File: src/rtl/simd_ins_sequencer.sv
// Batch instruction sequencer: PS loads a FIFO, pulses start, words are issued one at a time.
// Optional SIMD_SEQ_TIMEOUT_EN aborts a batch when ins_done never arrives.
module simd_ins_sequencer #(
    parameter int DEPTH   = 8,
    parameter int INS_W   = 32,
    parameter int TIMEOUT = 1024
) (
    input  logic                     clk,
    input  logic                     rstn,
    input  logic                     ps_ins_wr,
    input  logic [INS_W-1:0]         ps_ins_data,
    output logic                     ps_full,
    input  logic                     ps_start,
    output logic                     ps_busy,
    output logic                     ps_done,
    output logic                     ps_err,
    output logic [$clog2(DEPTH):0]   ps_count,
    output logic [INS_W-1:0]         ins,
    output logic                     ins_valid,
    input  logic                     ins_done
);
    localparam int AW = $clog2(DEPTH);

    typedef enum logic [1:0] {IDLE, ISSUE, WAIT, FIN} state_t;

    state_t           state_q;
    logic [INS_W-1:0] mem_q [DEPTH];
    logic [AW:0]      wr_ptr_q, wr_ptr_d;
    logic [AW:0]      rd_ptr_q, rd_ptr_d;
    logic             full_q, empty, push;
    logic             busy_q, done_q, valid_q;
    logic [AW:0]      count_q;
    logic [INS_W-1:0] ins_q;

`ifdef SIMD_SEQ_TIMEOUT_EN
    localparam int TW = $clog2(TIMEOUT + 1);
    localparam logic [TW-1:0] TMO_LAST = TW'(TIMEOUT - 1);
    logic [TW-1:0] tmo_q;
    logic          err_q;
    logic          tmo_hit;

    // A done arriving on the final wait cycle takes priority over the abort.
    assign tmo_hit = (state_q == WAIT) && !ins_done && (tmo_q == TMO_LAST);
    assign ps_err  = err_q;
`else
    wire unused_timeout = ^TIMEOUT;
    assign ps_err = 1'b0;
`endif

    assign empty = (wr_ptr_q == rd_ptr_q);
    assign push  = ps_ins_wr && !full_q;

    always_comb begin
        wr_ptr_d = wr_ptr_q;
        if (push)
            wr_ptr_d = wr_ptr_q + 1'b1;
        rd_ptr_d = rd_ptr_q;
        if (state_q == ISSUE)
            rd_ptr_d = rd_ptr_q + 1'b1;
`ifdef SIMD_SEQ_TIMEOUT_EN
        // Flush discards everything, including a word pushed on the abort cycle.
        if (tmo_hit)
            rd_ptr_d = wr_ptr_d;
`endif
    end

    always_ff @(posedge clk) begin
        if (push)
            mem_q[wr_ptr_q[AW-1:0]] <= ps_ins_data;
    end

    always_ff @(posedge clk) begin
        if (!rstn) begin
            state_q  <= IDLE;
            wr_ptr_q <= '0;
            rd_ptr_q <= '0;
            full_q   <= 1'b0;
            busy_q   <= 1'b0;
            done_q   <= 1'b0;
            valid_q  <= 1'b0;
            count_q  <= '0;
            ins_q    <= '0;
`ifdef SIMD_SEQ_TIMEOUT_EN
            tmo_q    <= '0;
            err_q    <= 1'b0;
`endif
        end else begin
            wr_ptr_q <= wr_ptr_d;
            rd_ptr_q <= rd_ptr_d;
            full_q   <= (wr_ptr_d[AW] != rd_ptr_d[AW]) &&
                        (wr_ptr_d[AW-1:0] == rd_ptr_d[AW-1:0]);
            valid_q  <= 1'b0;
            case (state_q)
                IDLE: begin
                    if (ps_start) begin
                        done_q  <= 1'b0;
                        count_q <= '0;
                        busy_q  <= 1'b1;
`ifdef SIMD_SEQ_TIMEOUT_EN
                        err_q   <= 1'b0;
`endif
                        if (!empty) begin
                            state_q <= ISSUE;
                            ins_q   <= mem_q[rd_ptr_q[AW-1:0]];
                            valid_q <= 1'b1;
                        end else begin
                            state_q <= FIN;
                        end
                    end
                end
                ISSUE: begin
                    state_q <= WAIT;
`ifdef SIMD_SEQ_TIMEOUT_EN
                    tmo_q   <= '0;
`endif
                end
                WAIT: begin
                    if (ins_done) begin
                        if (count_q != '1)
                            count_q <= count_q + 1'b1;
                        if (!empty) begin
                            state_q <= ISSUE;
                            ins_q   <= mem_q[rd_ptr_q[AW-1:0]];
                            valid_q <= 1'b1;
                        end else begin
                            state_q <= FIN;
                        end
                    end
`ifdef SIMD_SEQ_TIMEOUT_EN
                    else if (tmo_hit) begin
                        state_q <= IDLE;
                        err_q   <= 1'b1;
                        done_q  <= 1'b1;
                        busy_q  <= 1'b0;
                    end else begin
                        tmo_q <= tmo_q + 1'b1;
                    end
`endif
                end
                FIN: begin
                    state_q <= IDLE;
                    done_q  <= 1'b1;
                    busy_q  <= 1'b0;
                end
                default: state_q <= IDLE;
            endcase
        end
    end

    assign ps_full   = full_q;
    assign ps_busy   = busy_q;
    assign ps_done   = done_q;
    assign ps_count  = count_q;
    assign ins       = ins_q;
    assign ins_valid = valid_q;

endmodule
File: config.mk
export PLATFORM = sky130hd
export DESIGN_NAME = simd_ins_sequencer
export DESIGN_NICKNAME = d
export VERILOG_FILES = /design/src/rtl/simd_ins_sequencer.sv
export SDC_FILE = /design/constraint.sdc
export NUM_CORES = 1
export LEC_CHECK = 0
export CAP_MARGIN = 10
export CORE_MARGIN = 3
export CORE_UTILIZATION = 30
export CTS_CLUSTER_SIZE = 8
export DETAILED_ROUTE_END_ITERATION = 7
export DONT_BUFFER_PORTS = 1
export SYNTH_ARGS = -nofsm -noshare
export SYNTH_HDL_FRONTEND = slang
export SYNTH_SLANG_ARGS = --single-unit
File: constraint.sdc
create_clock -name clk -period 7 [get_ports clk]
set_input_delay 0.35 -clock clk [delete_from_list [all_inputs] [get_ports clk]]
set_output_delay 0.35 -clock clk [all_outputs]
set_load 0.01 [all_outputs]
==> Word level (Yosys, flattened, before mapping) <==
Memory sizes are Yosys's and may differ from the RTL's. A register that Yosys moved wholly into a read port is not among the register bits.
Index checks and enable logic that the tools add are counted.
{ "classes": {"mux": 25, "bitwise_logic": 0, "multipliers": 0, "n_reduce_logical": 10, "addsub": 3, "n_shift": 0, "n_div": 0, "n_eq_ne": 10, "n_lt_le_gt_ge": 0} }
{ "ops": {"columns": ["cell", "n"], "rows": [
  ["two-way mux 32 bit", 3],
  ["case mux 32 bit (2 select lines)", 1],
  ["two-way mux 4 bit", 5],
  ["adder 4 x 1 -> 4 bit (second input constant)", 3],
  ["case mux 2 bit (4 select lines)", 1],
  ["case mux 4 bit (2 select lines)", 1],
  ["two-way mux 1 bit", 7],
  ["two-way mux 2 bit", 3],
  ["!= test 2 bit (second input constant)", 3],
  ["case mux 1 bit (2 select lines)", 3],
  ["equality test 2 bit (second input constant)", 2],
  ["equality test 4 bit", 1],
  ["!= test 4 bit (second input constant)", 1],
  ["AND reduction 2 bit", 2],
  ["AND reduction 4 bit", 1],
  ["nonzero test 2 bit", 2],
  ["equality test 3 bit", 1],
  ["two-way mux 3 bit", 1],
  ["AND reduction 3 bit", 1],
  ["equality test 2 x 1 -> 1 bit (second input constant)", 1],
  ["logical AND 1 bit", 2],
  ["zero test 2 bit", 1],
  ["zero test 1 bit", 1],
  ["!= test 1 bit", 1]
]} }
{ "totals": {"latchBits": 0, "input_bits": 37, "ff_bits": 50, "wordCells": 58, "mem_count": 1, "out_inout_bits": 41, "mem_bits_rw": 256, "rom_bits": 0} }
{ "memory_table": {"columns": ["memory", "words", "width", "read_ports", "rd_clocked_by_memory_dff", "write_ports", "line_no", "source"], "rows": [
  ["mem_q", 8, 32, 1, 1, 1, "27", "logic [INS_W-1:0] mem_q [DEPTH];"]
]} }

==> Longest topological paths before layout <==
{ "depth": {"depth_word": 5, "depth_mapped": 8, "depth_no_buf": 6} }

==> Worst setup path after synthesis <==
No wires, ideal clock.
{ "synth_path": {"kind": "input to register", "start": "input ps_ins_wr", "end": "memory mem_q[0][0], enable pin", "stages": 3, "n_path_buf": 0, "setup_slack_ns": 3.551, "setup_ns": 0.461, "t_required_ns": 6.539, "arrival_ns": 2.988, "path_cell_list": "nor2b_1 > nand2b_1 > nor3_1"} }
{ "synth_via": {"elab_chain_cells": 3} }
{ "synth_lines": {"columns": ["item", "line_no", "source"], "rows": [
  ["start: declaration", "10", "input logic ps_ins_wr,"],
  ["logical AND 1 bit", "51", "assign push = ps_ins_wr && !full_q;"],
  ["two-way mux 1 bit", "68", "if (push)"],
  ["two-way mux 1 bit (implied by the code)", "69", "mem_q[wr_ptr_q[AW-1:0]] <= ps_ins_data;"],
  ["end: declaration", "27", null]
]} }
No other way between the ends.

==> Final worst setup path <==
{ "layout_path": {"start": "register rd_ptr_q[2]", "end": "register ins_q[11], in the netlist ins[11]"} }
{ "layout_via": {"elab_chain_cells": 4, "word_cells_on_any_way": 5, "classes_between": "eq/ne (1); mux (4)"} }
{ "layout_lines": {"columns": ["item", "line_no", "source"], "rows": [
  ["start: declaration", "29", "logic [AW:0] rd_ptr_q, rd_ptr_d;"],
  ["start signal: assignment", "89", "rd_ptr_q <= rd_ptr_d;"],
  ["equality test 4 bit (*)", "50", "assign empty = (wr_ptr_q == rd_ptr_q);"],
  ["two-way mux 32 bit (*)", null, null],
  ["two-way mux 32 bit (on tied branches)", null, null],
  ["case mux 32 bit (2 select lines) (*)", null, null],
  ["end signal: assignment", "104", "ins_q <= mem_q[rd_ptr_q[AW-1:0]];"],
  ["end signal: assignment", "123", "ins_q <= mem_q[rd_ptr_q[AW-1:0]];"],
  ["end: declaration", "33", "logic [INS_W-1:0] ins_q;"]
]} }
Mark *: on every way between the ends. The rest lies on a longest branch, timed or not. The select of a mux whose other input is x is not followed.
A chain may end at the register's enable or synchronous reset.

==> summary.md <==
| Metric | Value |
|---|---|
| Crit Path Class | register to register |
| Status | complete, no violations |
| Layout cell share with drive strength beyond 1 | 20.6% |
| RR Endpoint | ins[11] |
| Post-Syn Nets | 620 |
| Synth area leader | edfxtp_1 |
| Htree depth | 2 |
| Die Height | 202 µm |
| # fillers | 3,450 |
| Initial DRC Count | 260 |
| Total power | 4.39 mW |
| Reg area | 0.00870 mm² |
| Final ANT Viol Nets | 0 |
| Max-cap violations | 0 |
| Startpoint types | register |
| Gpl congestion | 0.688 |
| Unique masters post-synth | 33 |
| Final Hold Viols | 0 |
| Port Buf Inserts | 0 |
| Synthesis Warnings | 0 |
| Sw frac | 22.0% |
| Data required, critical path | 7.45 ns |
| P_sw | 0.967 mW |
| Largest net degree at the start of global routing | 65 |
| Max VDD drop | 0.000163 V |
| Die area | 0.0408 mm² |
| Top cell type's share of synthesized area | 66.7% |
| Avg Inst Size Synth | 19.9 µm² |
| Clock Power Share | 45.3% |
| EDFF count, synth | 256 |
| Hold WS | 0.0349 ns |
| DR pass1 iterations | 4 |
| Clock-pin slew on the worst setup and hold paths | 0.05 ns |
| Buffers inserted by post-CTS timing repair | 0 |
| FP Rows | 71 |
| Multi-input logic area | 0.00269 mm² |
| Area delta synth->final | 19.6% |
| Part of the Yosys area used for sequential elements | 75.4% |
| Most common flop cell mapped by yosys | edfxtp_1 |
| Hpwl dp | 12,900 µm |
| CTS Hold Buffers Added | 33 |
| RSZ-0062 raised after global routing | no |
| Arrival time worst endpoint | 2.99 ns |
| Top-count cell post-synth | edfxtp_1 |
| Post-CTS resize count | 0 |
| Clock Skew | 0.0172 ns |
| Largest cells by area after synthesis | edfxtp_1 67%, mux4_2 13%, dfxtp_1 8.7%, mux2i_1 3.0%, a21oi_1 1.5% |
| Die width | 202 µm |
| Reg power frac | 48.5% |
| CP max FO | 64 |
| CP Capture Type | register |
| Net count of the finished layout | 676 |
| Period minus WS final | 2.54 ns |
| Cells after Synth | 580 |
| Mapped Area | 0.0115 mm² |
| Post-route DRC | 0 |
| Vias post-DR | 5,478 |
| Final instance area | 0.0138 mm² |
| CORE AREA | 0.0378 mm² |
| Asr flop ratio synth | 0% |
| FF-to-FF setup slack | 4.47 ns |
| TNS Setup | 0 ns |
| Initial antenna violation count | 4 |
| CTS Buffer Depth | 3 |
| Pint | 3.43 mW |
| Pwr dens | 319 mW/mm² |
| Congestion Overflow GR | 0 |
| LEAKAGE | 4.28 nW |
| Clock Sink Count | 306 |
| Slew Limit Fails | 0 |
| Worst setup margin | 4.47 ns |
| Type of the most critical hold path | input port to register |
| Area post-placement | 0.0121 mm² |
| Vias in the first global route | 5,957 |
| Worst-Skew Late Latency | 0.53 ns |
| WHS Path Cells | 2 |
| Comb pwr share | 6.3% |
| Depth of the most critical reg-to-reg path | 6 |
| Tot GR Track Use | 11.9% |
| Drt total wl | 24,000 µm |
| Hold path start | rstn |
| Vias per inst | 4.63 |
| Synthesized flop and latch total | 306 |
| Hold-critical path endpoint | ps_count[3] |
| First-pass GRT wire length | 37,100 µm |
| Slew HR | 27.3% |
| Root buffer cell | clkbuf_16 |
| Synth top cells by count | 256 x edfxtp_1, 64 x mux4_2, 50 x dfxtp_1 |
| # IOs | 78 |
| Initial core utilization | 30.5% |
| CTS tree | built |
| Placement Setup Slack | 4.44 ns |
| Worst-Margin Slew | 1.09 ns |
| Endpoints failing setup | 0 |
| Worst r2r src | rd_ptr_q[2] |
| Final Cycle Share | 36.2% |
| Peak Freq | 394 MHz |
| WL/cell | 20.3 µm |
| Total CTS buffers | 44 |
## cells in the final DEF, fill, tap and decap left out, types with 2 or more instances in the layout
master / netlist / final
xor2_1: 10 / 10
inv_16: 0 / 2
o21ai_0: 7 / 7
nand3b_1: 2 / 2
o21ai_1: 28 / 28
dlygate4sd3_1: 0 / 32
nor2_1: 10 / 4
nor3_1: 4 / 2
buf_4: 7 / 11
nor2b_1: 12 / 12
nor2_4: 0 / 6
xnor2_1: 6 / 6
clkbuf_16: 0 / 45
clkbuf_1: 6 / 31
nand2_1: 4 / 4
mux4_2: 64 / 64
nand4_1: 2 / 2
a21oi_1: 34 / 34
nand3_1: 2 / 2
dfxtp_4: 0 / 3
edfxtp_1: 256 / 256
ha_1: 3 / 3
nor3_2: 0 / 2
a21boi_0: 2 / 2
dfxtp_1: 50 / 47
nand2b_1: 6 / 6
mux2i_1: 35 / 35
## layer usage
layer	wire length (µm)	track usage [%]
met2	11700	19.2
met5	36	0
met4	458	3.66
met3	1610	4.12
met1	10200	15.1
## kinds of logic (layout without fill, tap and decap cells)
kind of cell,count (synthesis),after routing,synth area share [%]
flops,306,306,75.4
compound gates,73,73,3.27
fa+ha+maj,3,3,0.326
mux,99,99,15.5
simple gates,47,47,2.45
xor+xnor,16,16,1.22
other cells,1,2,0.0325
buf+inv,35,125,1.79
## power groups by stage
stage                     Sequential (mW)  Clock (mW)  Combinational [mW]
final                                2.13        1.99               0.275
after global routing                 2.14        2.12               0.303
after CTS                            2.13        2.04               0.281
after detailed placement             2.17           0               0.241
after global placement               2.17           0               0.237
after floorplan                      2.13           0               0.210
## state kept, by name (all words and copies together), names as in the netlist
name	cells
ps_done	1
rd_ptr_q	4
ps_busy	1
ins_valid	1
ps_full	1
state_q	2
ps_count	4
wr_ptr_q	4
mem_q	256
ins	32
## critical path, stage by stage (launching register included)
cell,delay (ns)
dfxtp_4,0.97
xor2_1,0.29
nor4_4,0.09
nor3_4,0.11
buf_4,0.61
o21ai_1,0.19
a21oi_1,0.16
## layout make-up
| class | count | area share, % |
|---|---|---|
| inverters | 1 | 0.0272 |
| clock inverters | 3 | 0.508 |
| repair buffers | 44 | 3.12 |
| well taps | 511 | 4.64 |
| diodes | 1 | 0.0181 |
| clock buffers | 77 | 9.11 |
| multi-input cells | 239 | 19.5 |
| flip-flops and latches | 306 | 63.1 |
## how the worst max path moves through the flow
stage | start | to | slack, ns | depth (start not counted)
after floorplan | ps_ins_wr | mem_q[0][0] | 3.55 | 3
after global placement | rd_ptr_q[2] | ins[11] | 4.44 | 6
after detailed placement | rd_ptr_q[2] | ins[11] | 4.44 | 6
after CTS | rd_ptr_q[2] | ins[11] | 4.42 | 6
after global routing | rd_ptr_q[2] | ins[2] | 4.28 | 6
final | rd_ptr_q[2] | ins[11] | 4.47 | 6
## metrics by stage
stage          util, %  instances
3_5_place_dp      32.1       1068
3_3_place_gp      32.1       1068
6_report          36.5       1182
4_1_cts           36.5       1181
5_1_grt           36.5       1182
2_1_floorplan        -        580
Note: power is estimated with default switching activity, not from simulation.
